$ cat src/rtl/mod_count_pkg.sv
// Shared types and helpers for the modular ones/zeros stream checker.
package mod_count_pkg;

  // Width of the internal arithmetic used for residue updates; residues are
  // computed at this width and then narrowed to the channel's CNT_W.
  localparam int RES_W_MAX = 16;

  function automatic int max_int(input int a, input int b);
    return (a > b) ? a : b;
  endfunction

  // Residue width for a pair of moduli; never narrower than one bit.
  function automatic int cnt_width(input int one_mod, input int zero_mod);
    int m;
    m = max_int(one_mod, zero_mod);
    return (m <= 2) ? 1 : $clog2(m);
  endfunction

  typedef struct packed {
    logic [RES_W_MAX-1:0] ones;
    logic [RES_W_MAX-1:0] zeros;
  } res_pair_t;

  // Per-edge action of a channel, in priority order clear > one > zero > hold.
  typedef enum logic [1:0] {
    ACT_HOLD  = 2'd0,
    ACT_CLEAR = 2'd1,
    ACT_ONE   = 2'd2,
    ACT_ZERO  = 2'd3
  } chan_act_t;

endpackage

$ cat src/rtl/mod_count_channel.sv
// Single channel: ones/zeros residue tracker plus frame verdict register.
//
// action    | meaning
// ----------+-----------------------------------------------------------
// ACT_HOLD  | no qualified bit, residues unchanged
// ACT_CLEAR | residues forced to 0, bit and any frame_end discarded
// ACT_ONE   | ones residue advances, wrapping at ONE_MOD-1
// ACT_ZERO  | zeros residue advances, wrapping at ZERO_MOD-1
//
// A frame_end (without clear) takes the verdict on the post-update residues
// and then restarts both residues at 0.
module mod_count_channel
  import mod_count_pkg::*;
#(
  parameter int ONE_MOD  = 2,
  parameter int ZERO_MOD = 2,
  parameter int CNT_W    = 1
) (
  input  logic             clk,
  input  logic             reset,
  input  logic             data_in,
  input  logic             valid_in,
  input  logic             clear,
  input  logic             frame_end,
  output logic             out,
  output logic [CNT_W-1:0] ones_res,
  output logic [CNT_W-1:0] zeros_res,
  output logic             frame_ok,
  output logic             frame_valid
);

  localparam logic [RES_W_MAX-1:0] ONE_LAST  = RES_W_MAX'(ONE_MOD - 1);
  localparam logic [RES_W_MAX-1:0] ZERO_LAST = RES_W_MAX'(ZERO_MOD - 1);
  localparam logic [RES_W_MAX-1:0] RES_ONE   = RES_W_MAX'(1);

  chan_act_t act;
  res_pair_t cur;
  res_pair_t nxt;
  logic      verdict;

  // Pick the single action for this edge; clear outranks any qualified bit.
  always_comb begin
    act = ACT_HOLD;
    if (clear) begin
      act = ACT_CLEAR;
    end else if (valid_in && data_in) begin
      act = ACT_ONE;
    end else if (valid_in) begin
      act = ACT_ZERO;
    end
  end

  // Post-update residues; explicit compare against MOD-1 keeps non-power-of-two moduli in range.
  always_comb begin
    cur.ones  = RES_W_MAX'(ones_res);
    cur.zeros = RES_W_MAX'(zeros_res);
    nxt       = cur;
    case (act)
      ACT_CLEAR: nxt = '0;
      ACT_ONE:   nxt.ones  = (cur.ones  == ONE_LAST)  ? '0 : cur.ones  + RES_ONE;
      ACT_ZERO:  nxt.zeros = (cur.zeros == ZERO_LAST) ? '0 : cur.zeros + RES_ONE;
      default:   nxt = cur;
    endcase
    verdict = (nxt.ones == '0) && (nxt.zeros == '0);
  end

  // Residue and verdict registers; frame_valid is a single-cycle pulse.
  always_ff @(posedge clk or negedge reset) begin
    if (!reset) begin
      ones_res    <= '0;
      zeros_res   <= '0;
      frame_ok    <= 1'b0;
      frame_valid <= 1'b0;
    end else begin
      frame_valid <= 1'b0;
      if (act == ACT_CLEAR) begin
        ones_res  <= '0;
        zeros_res <= '0;
      end else if (frame_end) begin
        frame_ok    <= verdict;
        frame_valid <= 1'b1;
        ones_res    <= '0;
        zeros_res   <= '0;
      end else begin
        ones_res  <= nxt.ones[CNT_W-1:0];
        zeros_res <= nxt.zeros[CNT_W-1:0];
      end
    end
  end

  // Moore match flag decoded from the registered residues only.
  always_comb begin
    out = (ones_res == '0) && (zeros_res == '0);
  end

endmodule

$ cat src/rtl/mod_count_detector.sv
// N-channel modular ones/zeros stream checker; packs per-channel ports.
module mod_count_detector
  import mod_count_pkg::*;
#(
  parameter  int N_CH     = 4,
  parameter  int ONE_MOD  = 2,
  parameter  int ZERO_MOD = 2,
  localparam int CNT_W    = cnt_width(ONE_MOD, ZERO_MOD)
) (
  input  logic                  clk,
  input  logic                  reset,
  input  logic [N_CH-1:0]       data_in,
  input  logic [N_CH-1:0]       valid_in,
  input  logic [N_CH-1:0]       clear,
  input  logic [N_CH-1:0]       frame_end,
  output logic [N_CH-1:0]       out,
  output logic [N_CH*CNT_W-1:0] ones_res,
  output logic [N_CH*CNT_W-1:0] zeros_res,
  output logic [N_CH-1:0]       frame_ok,
  output logic [N_CH-1:0]       frame_valid
);

  // Reject illegal configurations at elaboration.
  if (N_CH < 1) begin : g_bad_n_ch
    $fatal(1, "mod_count_detector: N_CH must be at least 1");
  end
  if (ONE_MOD < 2) begin : g_bad_one_mod
    $fatal(1, "mod_count_detector: ONE_MOD must be at least 2");
  end
  if (ZERO_MOD < 2) begin : g_bad_zero_mod
    $fatal(1, "mod_count_detector: ZERO_MOD must be at least 2");
  end
  if (CNT_W >= RES_W_MAX) begin : g_bad_width
    $fatal(1, "mod_count_detector: moduli too large for residue arithmetic");
  end

  // One independent checker per channel.
  for (genvar i = 0; i < N_CH; i++) begin : g_ch
    mod_count_channel #(
      .ONE_MOD  (ONE_MOD),
      .ZERO_MOD (ZERO_MOD),
      .CNT_W    (CNT_W)
    ) u_ch (
      .clk         (clk),
      .reset       (reset),
      .data_in     (data_in[i]),
      .valid_in    (valid_in[i]),
      .clear       (clear[i]),
      .frame_end   (frame_end[i]),
      .out         (out[i]),
      .ones_res    (ones_res[i*CNT_W +: CNT_W]),
      .zeros_res   (zeros_res[i*CNT_W +: CNT_W]),
      .frame_ok    (frame_ok[i]),
      .frame_valid (frame_valid[i])
    );
  end

endmodule
$ cat config.mk
export PLATFORM = sky130hd
export DESIGN_NAME = mod_count_detector
export DESIGN_NICKNAME = d
export VERILOG_FILES = /design/src/rtl/mod_count_pkg.sv /design/src/rtl/mod_count_channel.sv /design/src/rtl/mod_count_detector.sv
export SDC_FILE = /design/constraint.sdc
export NUM_CORES = 1
export LEC_CHECK = 0
export CORE_ASPECT_RATIO = 1.25
export CORE_MARGIN = 10
export CORE_UTILIZATION = 39
export DETAILED_ROUTE_END_ITERATION = 10
export GPL_TIMING_DRIVEN = 0
export PLACE_DENSITY = 0.75
export SLEW_MARGIN = 40
export SYNTH_ARGS = -nofsm -noshare
export SYNTH_HDL_FRONTEND = slang
export SYNTH_HIERARCHICAL = 1
export SYNTH_SLANG_ARGS = --single-unit
$ cat constraint.sdc
create_clock -name clk -period 1.3 [get_ports clk]
set_clock_uncertainty 0.2 [all_clocks]
set_input_delay 0.195 -clock clk [delete_from_list [all_inputs] [get_ports clk]]
set_output_delay 0.195 -clock clk [all_outputs]
set_load 0.1 [all_outputs]
======== After elaboration in Yosys (flattened, before gate mapping) ========
Cells that the tools add are included.
storage, ports and cells
  register bits after elaboration ......... 16
  word-level logic and storage cells ...... 124
operators by class
  add/sub/neg operators ................... 8
  equality and inequality tests ........... 12
  muxes and demuxes ....................... 52
  bitwise operators ....................... 12
  reductions and logical operators ........ 24
operators with widths
  cell                                            number
  one-hot mux 16 bit (2 select lines)             8
  zero test 16 bit                                8
  2-to-1 mux 16 bit                               8
  2-to-1 mux 1 bit                                24
  2-to-1 mux 2 bit                                12
  adder 1 x 1 -> 2 bit (second input constant)    8
  == test 2 bit (second input constant)           8
  logical AND 1 bit                               12
  NOT 1 bit                                       12
  == test 2 x 1 -> 1 bit (second input constant)  4
  AND reduction 2 bit                             4

======== Depth between registers and ports, before layout ========
  depth in word-level cells ............... 7
  depth in mapped cells ................... 7
  depth with buffers taken out ............ 7

======== Cells and area by module ========
The synthesis kept the hierarchy.
modules (own cells, without submodules)
  module             instances  cells each  area each (µm²)  sequential area each (µm²)
  mod_count_channel  4          23          251.5            100.1

======== Worst setup path before layout ========
No wires, ideal clock.
  kind .................................... register to output
  from .................................... reg g_ch[0].u_ch.ones_res
  to ...................................... out out[0]
  data arrival time ....................... 2.168 ns
  required time ........................... 0.905 ns
  path slack .............................. -1.263 ns
  cell stages (with the launch flop) ...... 2
  buffers on the path ..................... 0
  path through ............................ dfrtp_1 nor2_1
on the way
  longest elaborated chain between the ends .. 2
RTL lines
  what                    RTL line                  text
  from (decl)             mod_count_channel.sv:26   output logic [CNT_W-1:0] ones_res,
  from (signal assigned)  mod_count_channel.sv:85   ones_res <= nxt.ones[CNT_W-1:0];
  NOT 1 bit               mod_count_channel.sv:93   out = (ones_res == '0) && (zeros_res == '0);
  logical AND 1 bit       mod_count_channel.sv:93
  to (decl)               mod_count_detector.sv:16  output logic [N_CH-1:0] out,
Every way passes these cells.

======== Final worst setup path ========
  from .................................... reg g_ch[0].u_ch.zeros_res
  to ...................................... out out[0]
on the way
  longest elaborated chain between the ends .. 2
RTL lines
  what                    RTL line                 text
  from (decl)             mod_count_channel.sv:27  output logic [CNT_W-1:0] zeros_res,
  from (signal assigned)  mod_count_channel.sv:86  zeros_res <= nxt.zeros[CNT_W-1:0];
  NOT 1 bit               mod_count_channel.sv:93
  logical AND 1 bit       mod_count_channel.sv:93
Every way passes these cells.

==> reports/results.ini <==
[timing]
fin_ws_ns=-0.223
clock.fmax_ghz=0.656
slew_viol_final=0
worstMarginPinSlew_ns=0.719
rsz0062_at_grt=true
hold_viol=0
finalSetupTns_ns=-2.49
slew_headroom_pct=51.9
finalSetupViolCount=22
finalCriticalPeriod_ns=1.52
period_share_pct=117

[detailed_routing]
totalWireLength_um=2950
drt_iter0_drc=17
wl_per_cell_um=16.3
vias=900
remaining_drc_errors=0
viasPerCell=4.97
ant_nets=0
dr.pass1.iters=3

[place]
placement.io_buffers=37
place.gp.congestion=0.742
hpwlAfterDp_um=2070

[power_and_ir_drop]
p_switching_mw=0.636
p_seq_share_pct=34.6
p_per_area_nw_per_um2=861
comb_power_share_pct=45.6
p_clk_share_pct=19.7
p_int_mw=1.01
ir_drop_mv=0.726
leakage_nw=0.873
p_sw_share_pct=38.6
power_mw=1.65

[finish]
nets=179
antenna_cells=0
drive_gt1_share_pct=68.9
area_growth_pct=90.2
n_fill_cell=161

[critical_path]
cp_slowest_cell=dfrtp_4
crit_fanout=4
cp-start-kind=flop
crit_type=reg2out
required_ns=0.90
cp.arrival_ns=1.13
crit_path_start=g_ch[0].u_ch/zeros_res$_DFF_PN0_
crit_path_max_incr_delay_ns=0.51
critical_path.cell_chain=nor2_4 > buf_12
r2r-start=g_ch[2].u_ch/zeros_res$_DFF_PN0_
crit_path_end_kind=output port

[outcome]
violations=setup timing
status=finished with violations

[synth]
syn_nets=122
synth_top_cell_by_area=dfrtp_1
synthesis.area_um2=1010
ys_seq_area_share_pct=39.8
syn_inst=92
yosys_register_bits=16
synth.area.top_cells=dfrtp_1, ha_1, nor2b_1, nor2b_4, a211oi_2
yosysUniqueCellTypes=15
syn_avg_cell_area_um2=10.9
synth_top_area_share_pct=39.8
yosysWarnings=6

[job]
cap_viol_max_count=0

[die]
rows=20
die_h_um=76.8
core_um2=2450
die_w_um=65.4
dieArea_um2=5020
ioPinCount=38
initial_core_util_pct=41.0

[clock_network]
htreeDepth=1
clk_pin_slew_ns=0.09
worstSkewPairLatency_ns=0.29
cts_root_buf=clkbuf_4
cts_buffer_depth=2
cts_buffers=3
cts_tree=built
hold_buffers=0
clock_sinks=16

[global_route]
grtUsageTotal_pct=11.2
grt_pass1_vias=960
grt_max_degree=17
grt_pass1_wl_um=4570
grt.overflow.total=0
grt_antenna_before_repair=0

[min_path]
holdCritPathClass=in2reg
hold_path_startpoint=clear[3]

## sequential cells by signal, summed over array words and instances, names as in the netlist
signal                 flops
g_ch.u_ch/frame_ok         4
g_ch.u_ch/ones_res         4
g_ch.u_ch/frame_valid      4
g_ch.u_ch/zeros_res        4
## worst paths after layout
kind | cells past startpoint | slack (ns) | to
hold reg to reg | 2 | 0.47 | g_ch[0].u_ch/frame_ok$_DFFE_PN0P_
hold / removal | 3 | 0.03 | g_ch[3].u_ch/zeros_res$_DFF_PN0_
max in group asynchronous | 1 | 0.24 | g_ch[2].u_ch/ones_res$_DFF_PN0_
setup / recovery | 2 | -0.22 | out[0]
setup reg to reg | 2 | -0.15 | g_ch[2].u_ch/frame_ok$_DFFE_PN0P_
min in group asynchronous | 1 | 0.13 | g_ch[1].u_ch/ones_res$_DFF_PN0_
## cell families after synthesis
family	share of synthesized area [%]
fa+ha+maj	14.9
compound gates	12.9
buf+inv	2.99
flops	39.8
simple gates	29.4
## cell usage in the layout, fill, tap and decap left out, types with 4 or more instances in the layout
cell,instances
ha_1,8
buf_6,6
dfrtp_1,8
a21oi_2,4
buf_12,16
or2b_1,4
a211oi_2,4
inv_1,5
buf_2,9
a41o_1,4
ha_4,4
or3b_4,4
buf_4,12
nor2b_4,4
nor2_4,4
or2_4,4
nor2b_1,9
clkdlybuf4s50_1,5
dfrtp_4,8
## metrics by stage
| step | utilization, % | cell area (um^2) | hold slack (ns) | std cells | setup WS [ns] |
|---|---|---|---|---|---|
| 2_1_floorplan | - | 1150 | -0.301 | 92 | -0.250 |
| 3_3_place_gp | 63.5 | 1560 | 0.376 | 162 | -0.819 |
| 3_5_place_dp | 59.4 | 1460 | 0.378 | 162 | -0.758 |
| 4_1_cts | 72.0 | 1770 | 0.0266 | 178 | -0.217 |
| 5_1_grt | 78.0 | 1910 | 0.0296 | 181 | -0.270 |
| 6_report | 78.0 | 1910 | 0.0306 | 181 | -0.223 |
## what timing repair did
action                                  4_1_cts  5_1_grt
gates resized for setup                     111       33
pin swaps                                    21        3
endpoints found under the setup margin       36       31
setup buffers                                12        3
## synthesized netlist by cell type
library cell	instances
dfrtp_1	16
ha_1	12
nor2b_1	12
inv_1	8
a211oi_2	4
a21oi_1	4
a41o_1	4
nor2_1	4
nor2b_4	4
nor3_1	4
nor3b_1	4
o21ai_0	4
or2_2	4
or2b_1	4
or3b_4	4
## area by class of cell
type | count | area (um^2) | share of cell area [%]
Multi-Input combinational cell | 68 | 749 | 39.2
Inverter | 8 | 30.0 | 1.57
Timing Repair Buffer | 52 | 626 | 32.7
Clock buffer | 4 | 36.3 | 1.90
Tap cell | 33 | 41.3 | 2.16
Sequential cell | 16 | 430 | 22.5
## power by group through the flow
stage,logic [mW],registers (mW),clock network (mW)
2_1_floorplan,0.190,0.813,0
3_3_place_gp,0.618,0.562,0
3_5_place_dp,0.592,0.562,0
4_1_cts,0.680,0.559,0.338
5_1_grt,0.785,0.575,0.364
6_report,0.751,0.571,0.325
## critical path, delay by kind of cell, from the launching register on
kind / cells / cell delay, ns
flip-flops: 1 / 0.51
buffers and inverters: 1 / 0.18
AND/OR/NAND/NOR: 1 / 0.14
## per-layer routing
metal	vias to the layer above	global-route usage [%]	routed length, um
met4	0	3.86	63
met2	27	20.5	1660
met3	8	3.34	195
met5	-	0	0
li1	427	-	-
met1	438	11.4	1030
Power figures use the tool's default switching activity.
